**src/rtl/fpdiv.sv**
```systemverilog
// fpdiv: multi-cycle IEEE-754 single-precision divider, result = dataa / datab.
// Radix-2 restoring mantissa divider with a fixed-latency step counter.
// Kick-off/done protocol: dropping reset starts an operation; done marks completion.
// Denormals are flushed to zero; there is no NaN/Inf special handling.
// Optional build macro FPDIV_ROUND_EN: run one extra iteration for a guard bit,
// take a sticky bit from the final remainder, and round to nearest even.
// Default build (macro undefined): truncation, latency 28 edges.
module fpdiv #(
  parameter int EXP_BIAS = 127
) (
  input  logic        clk,
  input  logic        reset,
  input  logic [31:0] dataa,
  input  logic [31:0] datab,
  output logic [31:0] result,
  output logic        done
);

`ifdef FPDIV_ROUND_EN
  localparam int unsigned ITERS = 26;
`else
  localparam int unsigned ITERS = 25;
`endif
  localparam int unsigned QW = ITERS;

  typedef enum logic [2:0] {
    S_IDLE,
    S_EXP,
    S_ITER,
    S_NORM,
    S_DONE
  } state_t;

  state_t            state;
  logic [5:0]        step;
  logic              sign;
  logic [7:0]        ea;
  logic [7:0]        eb;
  logic [22:0]       ma;
  logic [22:0]       mb;
  logic signed [9:0] e;
  logic [24:0]       r;
  logic [24:0]       d;
  logic [QW-1:0]     q;

  logic              r_ge;
  logic [24:0]       r_sub;
  logic [22:0]       mant;
  logic signed [9:0] ex;
  logic [31:0]       norm_result;
`ifdef FPDIV_ROUND_EN
  logic              guard;
  logic              sticky;
  logic [23:0]       mant_inc;
`endif

  // One restoring step: trial subtraction of the divisor from the partial remainder.
  always_comb begin
    r_ge  = (r >= d);
    r_sub = r - d;
  end

  // Normalise the quotient, optionally round, then apply final exponent range checks.
  always_comb begin
    mant = '0;
    ex   = e;
    if (q[QW-1]) begin
      mant = q[QW-2 -: 23];
    end else begin
      mant = q[QW-3 -: 23];
      ex   = e - 10'sd1;
    end
`ifdef FPDIV_ROUND_EN
    guard    = q[QW-1] ? q[1] : q[0];
    sticky   = (q[QW-1] & q[0]) | (r != '0);
    mant_inc = {1'b0, mant} + 24'd1;
    if (guard & (sticky | mant[0])) begin
      // Carry out of the 23-bit mantissa renormalises to 1.0 x 2^(ex+1).
      if (mant_inc[23]) begin
        mant = '0;
        ex   = ex + 10'sd1;
      end else begin
        mant = mant_inc[22:0];
      end
    end
`endif
    if (ex <= 10'sd0) begin
      norm_result = {sign, 31'b0};
    end else if (ex >= 10'sd255) begin
      norm_result = {sign, 8'hFF, 23'b0};
    end else begin
      norm_result = {sign, ex[7:0], mant};
    end
  end

  // Control FSM and datapath registers; step counts edges since reset and holds in DONE.
  always_ff @(posedge clk) begin
    if (reset) begin
      state  <= S_IDLE;
      step   <= '0;
      sign   <= 1'b0;
      ea     <= '0;
      eb     <= '0;
      ma     <= '0;
      mb     <= '0;
      e      <= '0;
      r      <= '0;
      d      <= '0;
      q      <= '0;
      result <= '0;
      done   <= 1'b0;
    end else begin
      case (state)
        S_IDLE: begin
          step <= step + 6'd1;
          sign <= dataa[31] ^ datab[31];
          ea   <= dataa[30:23];
          eb   <= datab[30:23];
          ma   <= dataa[22:0];
          mb   <= datab[22:0];
          if (dataa[30:23] == 8'd0) begin
            result <= {dataa[31] ^ datab[31], 31'b0};
            done   <= 1'b1;
            state  <= S_DONE;
          end else if (datab[30:23] == 8'd0) begin
            result <= {dataa[31] ^ datab[31], 8'hFF, 23'b0};
            done   <= 1'b1;
            state  <= S_DONE;
          end else begin
            state <= S_EXP;
          end
        end
        S_EXP: begin
          step  <= step + 6'd1;
          e     <= $signed({2'b00, ea} - {2'b00, eb} + 10'(EXP_BIAS));
          r     <= {2'b01, ma};
          d     <= {2'b01, mb};
          q     <= '0;
          state <= S_ITER;
        end
        S_ITER: begin
          step <= step + 6'd1;
          q    <= {q[QW-2:0], r_ge};
          r    <= r_ge ? {r_sub[23:0], 1'b0} : {r[23:0], 1'b0};
          if (step == 6'(ITERS + 1)) begin
            state <= S_NORM;
          end
        end
        S_NORM: begin
          step   <= step + 6'd1;
          result <= norm_result;
          done   <= 1'b1;
          state  <= S_DONE;
        end
        S_DONE: begin
          done <= 1'b1;
        end
        default: begin
          state <= S_IDLE;
        end
      endcase
    end
  end

endmodule
```
**config.mk**
```make
export PLATFORM = sky130hd
export DESIGN_NAME = fpdiv
export DESIGN_NICKNAME = d
export VERILOG_FILES = /design/src/rtl/fpdiv.sv
export SDC_FILE = /design/constraint.sdc
export NUM_CORES = 1
export LEC_CHECK = 0
export CORE_MARGIN = 2
export CORE_UTILIZATION = 55
export DETAILED_ROUTE_END_ITERATION = 8
export HOLD_SLACK_MARGIN = 0.08
export PLACE_DENSITY = 0.79
export SLEW_MARGIN = 20
export SYNTH_ARGS = -nofsm -noshare
export SYNTH_HDL_FRONTEND = slang
export SYNTH_SLANG_ARGS = --single-unit
export TNS_END_PERCENT = 1
```
**constraint.sdc**
```tcl
create_clock -name clk -period 5.3 [get_ports clk]
set_clock_uncertainty 0.15 [all_clocks]
set_input_delay 1.06 -clock clk [delete_from_list [all_inputs] [get_ports clk]]
set_output_delay 1.06 -clock clk [all_outputs]
set_load 0.005 [all_outputs]
```
# --- After elaboration in Yosys (flattened, before gate mapping) ---
# Index checks and enable logic that the tools add are counted.
classes:
  add_sub_neg: 5
  n_lt_le_gt_ge: 3
  n_eq_ne: 7
  mux: 17
  bitwise: 2
  reduce_logical: 11
ops:
  columns: ["cell", "n"]
  rows:
  - ["$pmux W25 S2", 2]
  - ["$mux W32", 2]
  - ["$pmux W32 S2", 1]
  - ["$mux W31", 2]
  - ["$ge A25 B24 Y1", 1]
  - ["$mux W25", 1]
  - ["$sub A24 B24 Y24", 1]
  - ["$mux W23", 1]
  - ["$logic_not A8 Y1", 2]
  - ["$pmux W3 S5", 1]
  - ["$add A9 B8 Y10 const B", 1]
  - ["$ge A10 B9 Y1 const B", 1]
  - ["$le A10 B1 Y1 const B", 1]
  - ["$mux W10", 1]
  - ["$sub A10 B2 Y10 const B", 1]
  - ["$mux W3", 3]
  - ["$sub A8 B8 Y9", 1]
  - ["$add A6 B1 Y6 const B", 1]
  - ["$eq A3 B2 Y1 const B", 2]
  - ["$eq A6 B5 Y1 const B", 1]
  - ["$reduce_and A2 Y1", 3]
  - ["$reduce_bool A2 Y1", 3]
  - ["$reduce_or A4 Y1", 1]
  - ["$eq A3 B1 Y1 const B", 1]
  - ["9 further kinds", 10]
word_totals:
  reg_bits: 189
  out_inout_bits: 33

# --- Logic depth before layout (Yosys ltp) ---
depth:
  depth_word: 6
  depth_mapped: 13

# --- Least setup slack after synthesis ---
# OpenSTA, ideal clock, no wires.
synth_path:
  kind: "input to register"
  start: "input dataa[30]"
  end: "register result[10]"
  arrival_ns: 2.610
  setup_slack_ns: 2.417
  path_stages: 9
  path_cell_list: "nor4_1 > nand2_1 > nand2_1 > nand2_1 > a21oi_1 > nor2_1 > clkbuf_1 > nand2_1 > o21ai_0"
synth_via:
  elab_chain_cells: 3
synth_lines:
  columns: ["element", "line", "text"]
  rows:
  - ["from (decl)", "13", "input logic [31:0] dataa,"]
  - ["$logic_not A8 Y1 (*)", "121", "if (dataa[30:23] == 8'd0) begin"]
  - ["$mux W32 or $ne A3 B3 Y1 (tied branches)", null, null]
  - ["$pmux W32 S2 or $reduce_and A2 Y1 (tied branches)", null, null]
  - ["to (signal assigned)", "122", "result <= {dataa[31] ^ datab[31], 31'b0};"]
  - ["to (signal assigned)", "126", "result <= {dataa[31] ^ datab[31], 8'hFF, 23'b0};"]
  - ["to (signal assigned)", "151", "result <= norm_result;"]
  - ["to (decl)", "15", "output logic [31:0] result,"]
# Mark *: on every way between the ends. The rest lies on a longest branch, timed or not.
# A chain may end at the register's enable or synchronous reset.

# --- Worst setup path in the final report ---
layout_path:
  start: "register d[19]"
  end: "register r[12]"
layout_via:
  elab_chain_cells: 3
layout_lines:
  columns: ["element", "line", "text"]
  rows:
  - ["from (decl)", "43", "logic [24:0] d;"]
  - ["from (signal assigned)", "137", "d <= {2'b01, mb};"]
  - ["$ge A25 B24 Y1", "59", "r_ge = (r >= d);"]
  - ["$mux W25", "144", "r <= r_ge ? {r_sub[23:0], 1'b0} : {r[23:0], 1'b0};"]
  - ["$pmux W25 S2", "113", "case (state)"]
  - ["to (signal assigned)", "136", "r <= {2'b01, ma};"]
  - ["to (signal assigned)", "144", null]
  - ["to (decl)", "42", "logic [24:0] r;"]
# Every way passes these cells.

==> flow_metrics.py <==
metrics = {
    "detailed_routing": {
        "drt_iter0_markers": 530,
        "via_per_inst": 5.55,
        "routed_wl_um": 20600,
        "avgRoutedWirePerCell_um": 14.0,
        "drt-pass1-iter-count": 5,
        "ant_nets": 0,
        "drc": 0,
        "vias": 8194,
    },
    "power": {
        "ir_drop_mv": 0.353,
        "p_per_area_nw_per_um2": 627,
        "power.leakage_uw": 0.00418,
    },
    "synth": {
        "synth_top_cell_by_area": "dfxtp_1",
        "ys_seq_area_frac": 0.409,
        "synth-edff-count": 0,
        "synth_fp_nets": 1293,
        "ys_ff_latch": 189,
        "avgSynthCellArea_um2": 7.77,
        "ys_warn_count": 0,
        "async_flop_share": 0,
        "synth_area_um2": 9240,
        "syn_inst": 1189,
        "synth_cell_types": 60,
        "synthTopCellsByArea": "dfxtp_1 (41%), nand2_1 (12%), a21oi_1 (7.8%), ha_1 (4.9%), mux2i_1 (4.8%)",
        "synth_flop_cell": "dfxtp_1",
        "yosysTopAreaCellShare": 0.409,
    },
    "setup_path": {
        "r2r_slack_ns": 1.73,
        "worst_setup_path_end_kind": "flop",
        "cp_data_required_time_ns": 5.51,
        "arrival_ns": 3.78,
        "crit_type": "flop to flop",
        "worstPathMaxFanout": 22,
        "cp-start-kind": "flop",
    },
    "timing": {
        "slew_viol_final": 0,
        "finalHoldViolCount": 0,
        "tightest_slew_ns": 1.14,
        "min_period_ns": 3.57,
        "relSlewSlack": 0.243,
        "fmax_mhz": 280,
        "setup_tns_ns": 0,
        "rsz0062_at_grt": "false",
        "setup_violations": 0,
        "period_share": 0.673,
    },
    "clock_tree": {
        "ctsHtreeMaxLevel": 4,
        "cts_tree": "yes",
        "cts_root_buf": "clkbuf_16",
        "cts_buffers": 17,
        "post_cts_buffers": 0,
        "clk-insertion-delay-late_ns": 0.43,
        "cts.sinks": 189,
        "ctsResizeCount": 0,
        "cts_hold_buf": 0,
        "cts_buffer_depth": 2,
        "path_clk_slew_ns": 0.07,
    },
    "grt": {
        "antenna_found_initial": 0,
        "grt_pass1_wl_um": 34700,
        "grt_pass1_vias": 7360,
        "track_usage": 0.235,
        "grt_max_degree": 83,
        "gr-total-overflow": 0,
    },
    "die": {
        "die_y_um": 134,
        "num_rows": 47,
        "coreArea_um2": 16500,
        "start_util": 0.559,
        "die_width_um": 134,
        "io_pins": 99,
        "die-area_um2": 17900,
    },
    "outcome": {
        "status": "completed",
    },
    "cells_and_area": {
        "post-route-util": 0.661,
        "num_antenna_cells": 0,
        "layoutNonFillerInstCount": 1477,
        "area_delta_synth_final_pct": 18.1,
        "fillers": 1420,
        "nets": 1348,
        "drive_gt1_frac": 0.0398,
    },
    "job": {
        "drv_cap": 0,
    },
    "placed_design": {
        "dp_hpwl_um": 14200,
        "gp_congestion": 0.952,
        "dp.cells": 1445,
        "numPortBuffers": 98,
    },
    "min_path": {
        "holdCritPathClass": "flop to flop",
    },
}
-- worst max-delay path, cell delays in order, from the launching register on --
cell and delay [ns]:
dfxtp_1 0.33, inv_1 0.05, ha_1 0.47, nand4_1 0.19, nor4_1 0.40, nand4_1 0.18, nor3_1 0.21, or4_1 0.16
a21o_1 0.85, o311ai_0 0.30, a21oi_1 0.21
-- path summary, 6_finish.rpt --
check | start | end | cells past startpoint
setup / recovery | d[19] | r[12] | 10
hold / removal | result[16] | result[16] | 2
setup reg to reg | d[19] | r[12] | 10
hold reg to reg | result[16] | result[16] | 2
-- registers in the layout (all words and copies together) (netlist names) --
signal / count
step: 6
eb: 8
ea: 8
done: 1
q: 25
ma: 23
state: 3
r: 25
e: 10
mb: 23
result: 32
sign: 1
d: 24
-- stage by stage --
stage          instance area, um2  hold slack, ns  total power, uW  setup WS, ns
2_1_floorplan                9240           0.282             4740          2.42
3_3_place_gp                10300           0.282             5420          1.95
3_5_place_dp                10300           0.292             5480          1.82
4_1_cts                     10900           0.304             6830          1.81
5_1_grt                     10900           0.322             7380          1.43
6_report                    10900           0.299             6850          1.73
-- power breakdown --
part	switching [uW]	total, uW	internal (uW)
sequential	204	1890	1690
combinational	2150	3630	1480
clock	552	1330	777
-- cell usage in the layout, fill, tap and decap left out, types with 29 or more instances in the layout --
cell             instances
ha_1                    36
clkdlybuf4s50_1         97
dfxtp_1                189
a21oi_1                144
inv_1                   47
nand3_1                 29
mux2i_1                 44
o21ai_0                 49
nor2_1                  74
nand2_1                288
-- metal layers --
| layer | wire [um] | track usage | vias up |
|---|---|---|---|
| met4 | 378 | 0.0869 | 0 |
| met3 | 914 | 0.0381 | 33 |
| met5 | 0 | 0 | - |
| met1 | 9990 | 0.332 | 3776 |
| li1 | - | - | 4171 |
| met2 | 9330 | 0.363 | 214 |
-- kinds of logic (layout without fill, tap and decap cells) --
kind of cell	Yosys count	count (layout)	share of synthesized area
buffers and inverters	120	188	0.0502
adder cells (fa/ha/maj)	38	38	0.0531
multiplexers	44	44	0.0477
flip-flops	189	189	0.409
AO/OA/AOI/OAI	295	295	0.188
XOR/XNOR	40	40	0.0379
AND/OR/NAND/NOR	463	463	0.214
-- final cells by class --
type | count | area (um2) | area share
well taps | 220 | 275 | 0.0252
repair buffers | 108 | 1050 | 0.0965
multi-input cells | 880 | 5010 | 0.459
clock inverters | 10 | 150 | 0.0138
clock buffers | 22 | 464 | 0.0425
flip-flops and latches | 189 | 3780 | 0.347
inverters | 48 | 180 | 0.0165
-- synthesized netlist by cell type (17+ instances only) --
master	n
dfxtp_1	189
nand2_1	289
ha_1	36
nor2_1	74
a22oi_1	26
mux2i_1	44
a21oi_1	144
nand3_1	29
a211oi_1	17
o21ai_0	49
inv_1	47
clkbuf_1	64
xnor2_1	26
Note: power is estimated with default switching activity, not from simulation.
